===== config.mk =====
export PLATFORM = sky130hd
export DESIGN_NAME = clock_phase_gen
export DESIGN_NICKNAME = d
export VERILOG_FILES = /design/src/rtl/clock_phase_gen.sv
export SDC_FILE = /design/constraint.sdc
export NUM_CORES = 1
export LEC_CHECK = 0
export BUFFER_PORTS_ARGS = -buffer_cell sky130_fd_sc_hd__buf_2
export CELL_PAD_IN_SITES_DETAIL_PLACEMENT = 1
export CELL_PAD_IN_SITES_GLOBAL_PLACEMENT = 2
export CORE_ASPECT_RATIO = 2
export CORE_MARGIN = 5
export CORE_UTILIZATION = 30
export DETAILED_ROUTE_END_ITERATION = 7
export PLACE_DENSITY_LB_ADDON = 0.1
export SYNTH_ARGS = -nofsm -noshare
export SYNTH_HDL_FRONTEND = slang
export SYNTH_SLANG_ARGS = --single-unit

===== constraint.sdc =====
create_clock -name clock -period 5.6 [get_ports clock]
set_input_delay 0.28 -clock clock [delete_from_list [all_inputs] [get_ports clock]]
set_output_delay 0.28 -clock clock [all_outputs]
set_load 0.005 [all_outputs]

===== src/rtl/clock_phase_gen.sv =====
// Multi-phase clock-enable generator: N_CH programmable phase/width channels within a shared period.
// Configuration is shadowed and swapped in at period boundaries; stop always completes the current period.
module clock_phase_gen #(
  parameter int N_CH       = 4,
  parameter int CNT_W      = 3,
  parameter int DEF_PERIOD = 8,
  parameter int DEF_WIDTH  = 4,
  localparam int CH_W      = (N_CH > 1) ? $clog2(N_CH) : 1
) (
  input  logic             clock,
  input  logic             reset,
  input  logic             enable,
  input  logic             cfg_we,
  input  logic [CH_W-1:0]  cfg_ch,
  input  logic [CNT_W-1:0] cfg_phase,
  input  logic [CNT_W-1:0] cfg_width,
  input  logic             cfg_period_we,
  input  logic [CNT_W-1:0] cfg_period,
  output logic             cfg_err,
  output logic [N_CH-1:0]  phase_out,
  output logic [N_CH-1:0]  phase_rise,
  output logic [CNT_W-1:0] cycle_cnt,
  output logic             period_start,
  output logic             running
);

  typedef enum logic [1:0] {IDLE, RUN, STOPPING} state_t;
  typedef logic [CNT_W-1:0] cnt_t;
  typedef logic [CNT_W:0]   span_t;

  localparam cnt_t DEF_P    = cnt_t'(DEF_PERIOD);
  localparam cnt_t DEF_W    = cnt_t'(DEF_WIDTH);
  localparam int   DEF_STEP = DEF_PERIOD / N_CH;

  // A stored period of 0 stands for the full 2**CNT_W count.
  function automatic span_t span(input cnt_t p);
    return (p == '0) ? span_t'(1 << CNT_W) : span_t'(p);
  endfunction

  function automatic logic chan_level(input cnt_t c, input cnt_t ph, input cnt_t w, input span_t p);
    span_t off;
    off = (c >= ph) ? span_t'(c - ph) : span_t'(c) + p - span_t'(ph);
    return off < span_t'(w);
  endfunction

  state_t state, state_n;
  cnt_t   cnt, cnt_n;
  cnt_t   act_p, act_p_n, pend_p, pend_p_n;
  cnt_t   act_ph  [N_CH];
  cnt_t   act_w   [N_CH];
  cnt_t   pend_ph [N_CH];
  cnt_t   pend_w  [N_CH];
  cnt_t   act_ph_n  [N_CH];
  cnt_t   act_w_n   [N_CH];
  cnt_t   pend_ph_n [N_CH];
  cnt_t   pend_w_n  [N_CH];

  logic            ch_valid, period_ok, err_n;
  logic            wrap, load, ps_n;
  logic [N_CH-1:0] out_n, rise_n;

  if ((1 << CH_W) > N_CH) begin : g_ch_chk
    assign ch_valid = (int'(cfg_ch) < N_CH);
  end else begin : g_ch_all
    assign ch_valid = 1'b1;
  end

  // Write validation: the period is judged against current pending phases, then a
  // same-cycle phase write is judged against whichever pending period results.
  always_comb begin
    // NOTE: every variable gets a default first so no path through the block infers a latch.
    pend_p_n  = pend_p;
    pend_ph_n = pend_ph;
    pend_w_n  = pend_w;
    err_n     = 1'b0;
    period_ok = 1'b1;
    if (cfg_period_we) begin
      for (int i = 0; i < N_CH; i++)
        if (span(cfg_period) < span_t'(pend_ph[i])) period_ok = 1'b0;
      if (period_ok) pend_p_n = cfg_period;
      else           err_n    = 1'b1;
    end
    if (cfg_we) begin
      if (!ch_valid || span_t'(cfg_phase) >= span(pend_p_n)) begin
        err_n = 1'b1;
      end else begin
        pend_ph_n[cfg_ch] = cfg_phase;
        pend_w_n[cfg_ch]  = cfg_width;
      end
    end
  end

  assign wrap = (state != IDLE) && (cnt == act_p - cnt_t'(1));
  assign load = (state == IDLE) || wrap;

  always_comb begin
    state_n = state;
    unique case (state)
      IDLE:     if (enable) state_n = RUN;
      RUN:      if (!enable) state_n = wrap ? IDLE : STOPPING;
      STOPPING: if (enable) state_n = RUN;
                else if (wrap) state_n = IDLE;
      default:  state_n = IDLE;
    endcase
    cnt_n = (state == IDLE || state_n == IDLE || wrap) ? '0 : cnt + cnt_t'(1);
    act_p_n  = load ? pend_p_n  : act_p;
    act_ph_n = load ? pend_ph_n : act_ph;
    act_w_n  = load ? pend_w_n  : act_w;
  end

  // Outputs are computed from next-cycle state so that they all register together.
  always_comb begin
    out_n = '0;
    for (int i = 0; i < N_CH; i++)
      out_n[i] = (state_n != IDLE) && chan_level(cnt_n, act_ph_n[i], act_w_n[i], span(act_p_n));
    rise_n = out_n & ~phase_out;
    ps_n   = (state_n != IDLE) && (cnt_n == '0);
  end

  always_ff @(posedge clock) begin
    if (reset) begin
      // NOTE: the config arrays are a handful of flops, not a RAM, so resetting them is intended.
      state  <= IDLE;
      cnt    <= '0;
      act_p  <= DEF_P;
      pend_p <= DEF_P;
      for (int i = 0; i < N_CH; i++) begin
        act_ph[i]  <= cnt_t'(i * DEF_STEP);
        pend_ph[i] <= cnt_t'(i * DEF_STEP);
        act_w[i]   <= DEF_W;
        pend_w[i]  <= DEF_W;
      end
      cfg_err      <= 1'b0;
      phase_out    <= '0;
      phase_rise   <= '0;
      period_start <= 1'b0;
      running      <= 1'b0;
    end else begin
      // NOTE: non-blocking throughout, so every register sees pre-edge values of the others.
      state        <= state_n;
      cnt          <= cnt_n;
      act_p        <= act_p_n;
      pend_p       <= pend_p_n;
      act_ph       <= act_ph_n;
      act_w        <= act_w_n;
      pend_ph      <= pend_ph_n;
      pend_w       <= pend_w_n;
      cfg_err      <= err_n;
      phase_out    <= out_n;
      phase_rise   <= rise_n;
      period_start <= ps_n;
      running      <= (state_n != IDLE);
    end
  end

  assign cycle_cnt = cnt;

endmodule


==> reports/summary.txt, run 1 <==
Reg area: 1410 um^2
Largest net degree at the start of global routing: 58
Power Density: 329 nW/um^2
Slowest cell delay on critical path: 0.37 ns
Slew headroom: 0.376
Row count: 62
Largest family of logic cells by synthesized area: simple AND/OR/NAND/NOR gates
Core area: 14300 um^2
Initial Utilization: 0.302
Crit path max fanout: 3
Synthesized flop and latch total: 70
Initial antenna violation count: 0
WS Path Type: reg2reg
Layout cells sized above 1: 0.353
Synth cell count leaders: nor2_1, dfxtp_1, ha_1
Final period utilization: 0.982
Fillers: 1696
Avg Cell Area, Syn: 8.93 um^2
Sink Count: 70
Layout Cells excl Fill: 775
GRT Total Usage: 0.172
Synth Instances: 482
Mapped Nets: 555
CTS buffer count: 9
Routed vias: 3793
Final hold viol count: 0
Count of cell types in the netlist: 52
Max Cap Viol: 0
Die height: 179 um
Dominant cells by area after synthesis: dfxtp_1, ha_1, nor2_1
Compound-Gate Fraction of Synth Area: 0.152
N_diodes: 0
DRT Wirelength: 14.1 mm
GP Congestion: 0.812
Placed cells: 749
Worst-margin pin slew: 0.929 ns
# IOs: 30
Post-synth EDFFs: 0
WP buf/inv: 6
Adder-Cell Fraction of Synth Area: 0.188
Total power: 1.95 mW
Largest area contributor in the netlist: dfxtp_1
First-pass GRT wire length: 22.2 mm
CP startpoint kind: register
Worst EP arrival: 5.74 ns
Remaining antenna violation count: 0
DRC Markers: 0
Overflow left after global routing: 0
Fmax achieved: 182 MHz
DP HPWL: 10.9 mm
Util after Layout: 0.415
CTS max path bufs: 2
Top FF cell, synth: dfxtp_1
Die width: 94.7 um
Sequential share of the synthesized area: 0.325
Die area: 17000 um^2
Mux cell area share after synthesis: 0.0601
Final-report max-slew violation count: 0
Async S/R FF share, synth: 0
RSZ-0062 raised after global routing: yes
Most common cell in the netlist: nor2_1
Clock Latency Late Sink: 0.34 ns
Place WS: -0.577 ns
TritonCTS clock tree: built
H-tree levels: 3
Type of the tightest min-delay check: in2reg
Setup Skew: 0.0128 ns
Post-place instance area: 5130 um^2
Final setup margin: 0.0986 ns
P&R area growth vs syn: 37.7%
Finished Cell Area: 5930 um^2
NumNets Final: 651
Final Setup Violations: 0
CP top delay family: compound AO/OA/AOI/OAI gates
CTS clk-pin slew, worst paths: 0.06 ns
Synth Area in XOR/XNOR: 0.0366
Count of input and output buffers: 29
DR pass1 iterations: 4
Multi-input gate area: 3110 um^2
Outcome: finished clean
Critical Path End Type: register
Initial DRC count: 86
Peak supply drop: 179 uV
Final min period: 5.50 ns
CTS root buf: clkbuf_16
Synthesized area: 4310 um^2
Synth Warn #: 0
CP dominant cell by count: a21oi_2
Worst path slowest cell: a2111oi_2
Simple-gate share of the synthesized area: 0.194
Vias in the first global route: 4228
Post-DR wirelength/cell: 18.2 um
Required time of the critical path: 5.83 ns
Leakage: 2.67 nW
Vias/cell: 4.89
Post-synth top area share: 0.325
==> power by group <==
part | internal, mW | switching, mW
clock | 0.483 | 0.233
combinational | 0.320 | 0.361
sequential | 0.536 | 0.0180
total | 1.34 | 0.613
==> layout by cell type (no fill, tap or decap), drive strengths merged, types with 3 or more instances in the layout <==
master,n
xnor2,11
nor3,12
dfxtp,70
inv,36
nand2b,17
mux2,4
nand2,12
o21a,3
fa,13
xor2,7
clkbuf,9
or2,10
nor2b,17
nand3,10
bufinv,4
a31oi,4
a21o,20
o211ai,4
a221oi,3
a21oi,33
buf,99
and2,6
or3,6
mux2i,21
ha,44
o21ai,5
nor2,75
a2111oi,8
==> per-stage QoR <==
stage	TNS, ns	hold WS [ns]
2_1_floorplan	0	0.352
3_3_place_gp	-1.32	0.460
3_5_place_dp	-3.15	0.474
4_1_cts	0	0.115
5_1_grt	-1.34	0.129
6_report	0	0.122
==> routing by layer <==
layer	up-vias	share of wire	track usage
met1	1857	0.39	0.187
li1	1857	-	-
met5	-	0	0
met4	0	0.037	0.0798
met3	29	0.020	0.0264
met2	50	0.56	0.316
==> sequential cells by signal, indices dropped and copies added (netlist names) <==
name	flops
act_ph	12
running	1
act_p	3
pend_w	12
period_start	1
pend_p	3
act_w	12
phase_out	4
pend_ph	12
phase_rise	4
cfg_err	1
cycle_cnt	3
state	2
==> kinds of logic (layout without fill, tap and decap cells) <==
kind of cell	count (synthesis)	after routing
fa+ha+maj	57	57
mux	25	25
simple gates	169	169
buf+inv	49	150
flops	70	70
compound gates	94	94
xor+xnor	18	18
==> layout make-up <==
cell class	count	area share
Multi-Input combinational cell	363	0.524
Sequential cell	70	0.237
Timing Repair Buffer	99	0.114
Tap cell	192	0.0405
Clock buffer	9	0.0380
Clock inverter	7	0.0245
Inverter	35	0.0226
==> path summary, 6_finish.rpt <==
| path | start | depth (start not counted) | slack (ns) | end |
|---|---|---|---|---|
| setup / recovery | pend_ph[7] | 32 | 0.1 | phase_out[3] |
| hold / removal | enable | 2 | 0.12 | state[1] |
| setup reg to reg | pend_ph[7] | 32 | 0.1 | phase_out[3] |
| hold reg to reg | pend_w[5] | 2 | 0.48 | pend_w[5] |
==> repair_timing <==
item / in CTS / in global routing
hold buffers: 0 / 0
pin swaps: 15 / 25
gates resized for setup: 32 / 49
endpoints found under the setup margin: 8 / 8
buffers inserted: 2 / 8
(Power assumes the default switching activity.)
==> inputs of run 2 (changes only) <==
CORE_UTILIZATION = 25   (was 30)
==> run 2 against run 1 <==
Net effect: first-iteration DRC count down 13%; maximum frequency is 2.1% higher; clock skew down 0.0031 ns; count of clock-buffer cells in the layout unchanged; critical path type unchanged; non-clock buffer count is 23 higher; register-to-register slack better by 0.11 ns.
==> reports/summary.txt, run 2 (synthesis results as in run 1) <==
NumNets Final: 674 (+3.5%)
Multi-input gate area: 3170 um^2 (+2.1%)
Slew headroom: 0.493 (+0.117)
Hold Slack: 0.123 ns (+0.000988 ns)
First-pass GRT wire length: 22.9 mm (+3.1%)
Die area: 20100 um^2 (+18%)
DRC Markers: 0 (unchanged)
Final period utilization: 0.962 (-0.0200)
M2 GR Usage: 0.295 (-0.0209)
Peak supply drop: 123 uV (-31%)
R2r setup slk: 0.21 ns (+0.11 ns)
Vias in the first global route: 4187 (-0.97%)
Initial antenna violation count: 0 (unchanged)
Power Density: 308 nW/um^2 (-6.3%)
Initial DRC count: 75 (-13%)
Final-report max-slew violation count: 0 (unchanged)
Worst EP arrival: 5.61 ns (-0.13 ns)
Commonest non-fill, non-tap cell in the layout: buf_4
Clock Latency Late Sink: 0.34 ns (about the same)
Remaining antenna violation count: 0 (unchanged)
N_diodes: 0 (unchanged)
Fmax achieved: 186 MHz (+2.1%)
Required time of the critical path: 5.82 ns (about the same)
CP dominant cell by count: a21oi_2
Sink Count: 70 (unchanged)
Outcome: finished clean
CP startpoint kind: register
Reg area: 1410 um^2 (about the same)
RSZ-0062 raised after global routing: yes
Initial Utilization: 0.252 (-0.0499)
Die height: 196 um (+9.0%)
Crit Reg-Reg Endpoint: phase_rise[2]
Critical R2R Launch: pend_ph[10]
P&R area growth vs syn: 42.2%
GRT busiest layer: met2
GP Congestion: 0.762 (-6.2%)
Sum of negative setup slack: 0 ns (unchanged)
DP HPWL: 11.3 mm (+3.2%)
Setup Skew: 0.00971 ns (-0.00313 ns)
Worst-margin pin slew: 0.760 ns (-0.169 ns)
DR pass1 iterations: 4 (unchanged)
Final min period: 5.39 ns (-0.112 ns)
Final Setup Violations: 0 (unchanged)
Row count: 68 (+9.7%)
CTS max path bufs: 2 (unchanged)
Largest net degree at the start of global routing: 58 (unchanged)
R2R depth: 29 (-9.4%)
CTS root buf: clkbuf_16
Max Cap Viol: 0 (unchanged)
Count of input and output buffers: 29 (unchanged)
Core area: 17100 um^2 (+20%)
Fillers: 1985 (+17%)
Vias/cell: 4.65 (-5.0%)
Critical Path End Type: register
TritonCTS clock tree: built
Leakage: 2.77 nW (+3.7%)
Final hold viol count: 0 (unchanged)
Post-DR wirelength/cell: 17.9 um (-1.6%)
Routed vias: 3793 (unchanged)
DRT Wirelength: 14.6 mm (+3.6%)
Routing usage on met3: 0.0193 (-0.00705)
WS Path Type: reg2reg
Type of the tightest min-delay check: in2reg
Most frequent cells in the layout: buf_4, nor2_1, dfxtp_1, ha_1, buf_2
Overflow left after global routing: 0 (unchanged)
CTS clk-pin slew, worst paths: 0.06 ns (about the same)
GRT Total Usage: 0.153 (-0.0194)
Crit path max fanout: 4 (+1)
CTS buffer count: 9 (unchanged)
H-tree levels: 3 (unchanged)
Crit path capture: phase_rise[2]
Die width: 103 um (+8.5%)
CP Launch Point: pend_ph[10]
# IOs: 30 (unchanged)
Util after Layout: 0.358 (-0.0573)
Slowest cell delay on critical path: 0.40 ns (+0.03 ns)
Worst path slowest cell: a2111oi_1
Layout cells sized above 1: 0.391 (+0.0377)
Met1 GRT Util: 0.170 (-0.0168)
==> run 2: critical path, delay by kind of cell (launching register included) <==
kind / cells / cell delay, ns
compound gates: 13 / 2.12
fa+ha+maj: 6 / 1.74
simple gates: 5 / 0.48
buf+inv: 4 / 0.38
flops: 1 / 0.34
mux: 1 / 0.20
==> run 2: metal layers <==
| layer | vias up | share of wire |
|---|---|---|
| met3 | 10 | 0.012 |
| met2 | 21 | 0.58 |
| met1 | 1861 | 0.40 |
| li1 | 1901 | - |
| met5 | - | 0 |
| met4 | 0 | 0.014 |
==> run 2: what timing repair did <==
| action | CTS | global route |
|---|---|---|
| resized for setup | 25 | 77 |
| pin swaps | 17 | 45 |
| hold buffers | 0 | 0 |
| buffers inserted | 11 | 12 |
| setup endpoints to repair | 8 | 8 |
==> run 2: report_power, final <==
group | internal, mW | switching, mW
sequential | 0.536 | 0.0168
clock | 0.347 | 0.240
combinational | 0.359 | 0.389
==> run 2: cell type report <==
class                   count  area share
inverters                  35      0.0219
clock inverters             7      0.0121
multi-input cells         363       0.518
well taps                 210      0.0429
clock buffers               9      0.0368
flip-flops and latches     70       0.229
repair buffers            122       0.140
==> run 2: through the flow <==
| step | setup WS [ns] | cell area, um^2 | cells | power [mW] |
|---|---|---|---|---|
| 6_report | 0.210 | 6130 | 816 | 1.89 |
| 5_1_grt | -0.111 | 6130 | 816 | 2.03 |
| 4_1_cts | 0.0000502 | 5710 | 805 | 1.81 |
| 3_5_place_dp | -0.474 | 5240 | 778 | 1.17 |
| 3_3_place_gp | -0.430 | 5240 | 778 | 1.17 |
| 2_1_floorplan | 0.0171 | 4350 | 482 | 0.927 |
==> run 2: worst min path at each step <==
stage	start	to	slack [ns]	depth (start not counted)
after floorplan	enable	state[1]	0.35	1
after global placement	enable	state[1]	0.47	2
after detailed placement	enable	state[1]	0.47	2
after CTS	enable	state[1]	0.11	2
after global routing	enable	state[1]	0.12	2
final	enable	state[1]	0.12	2
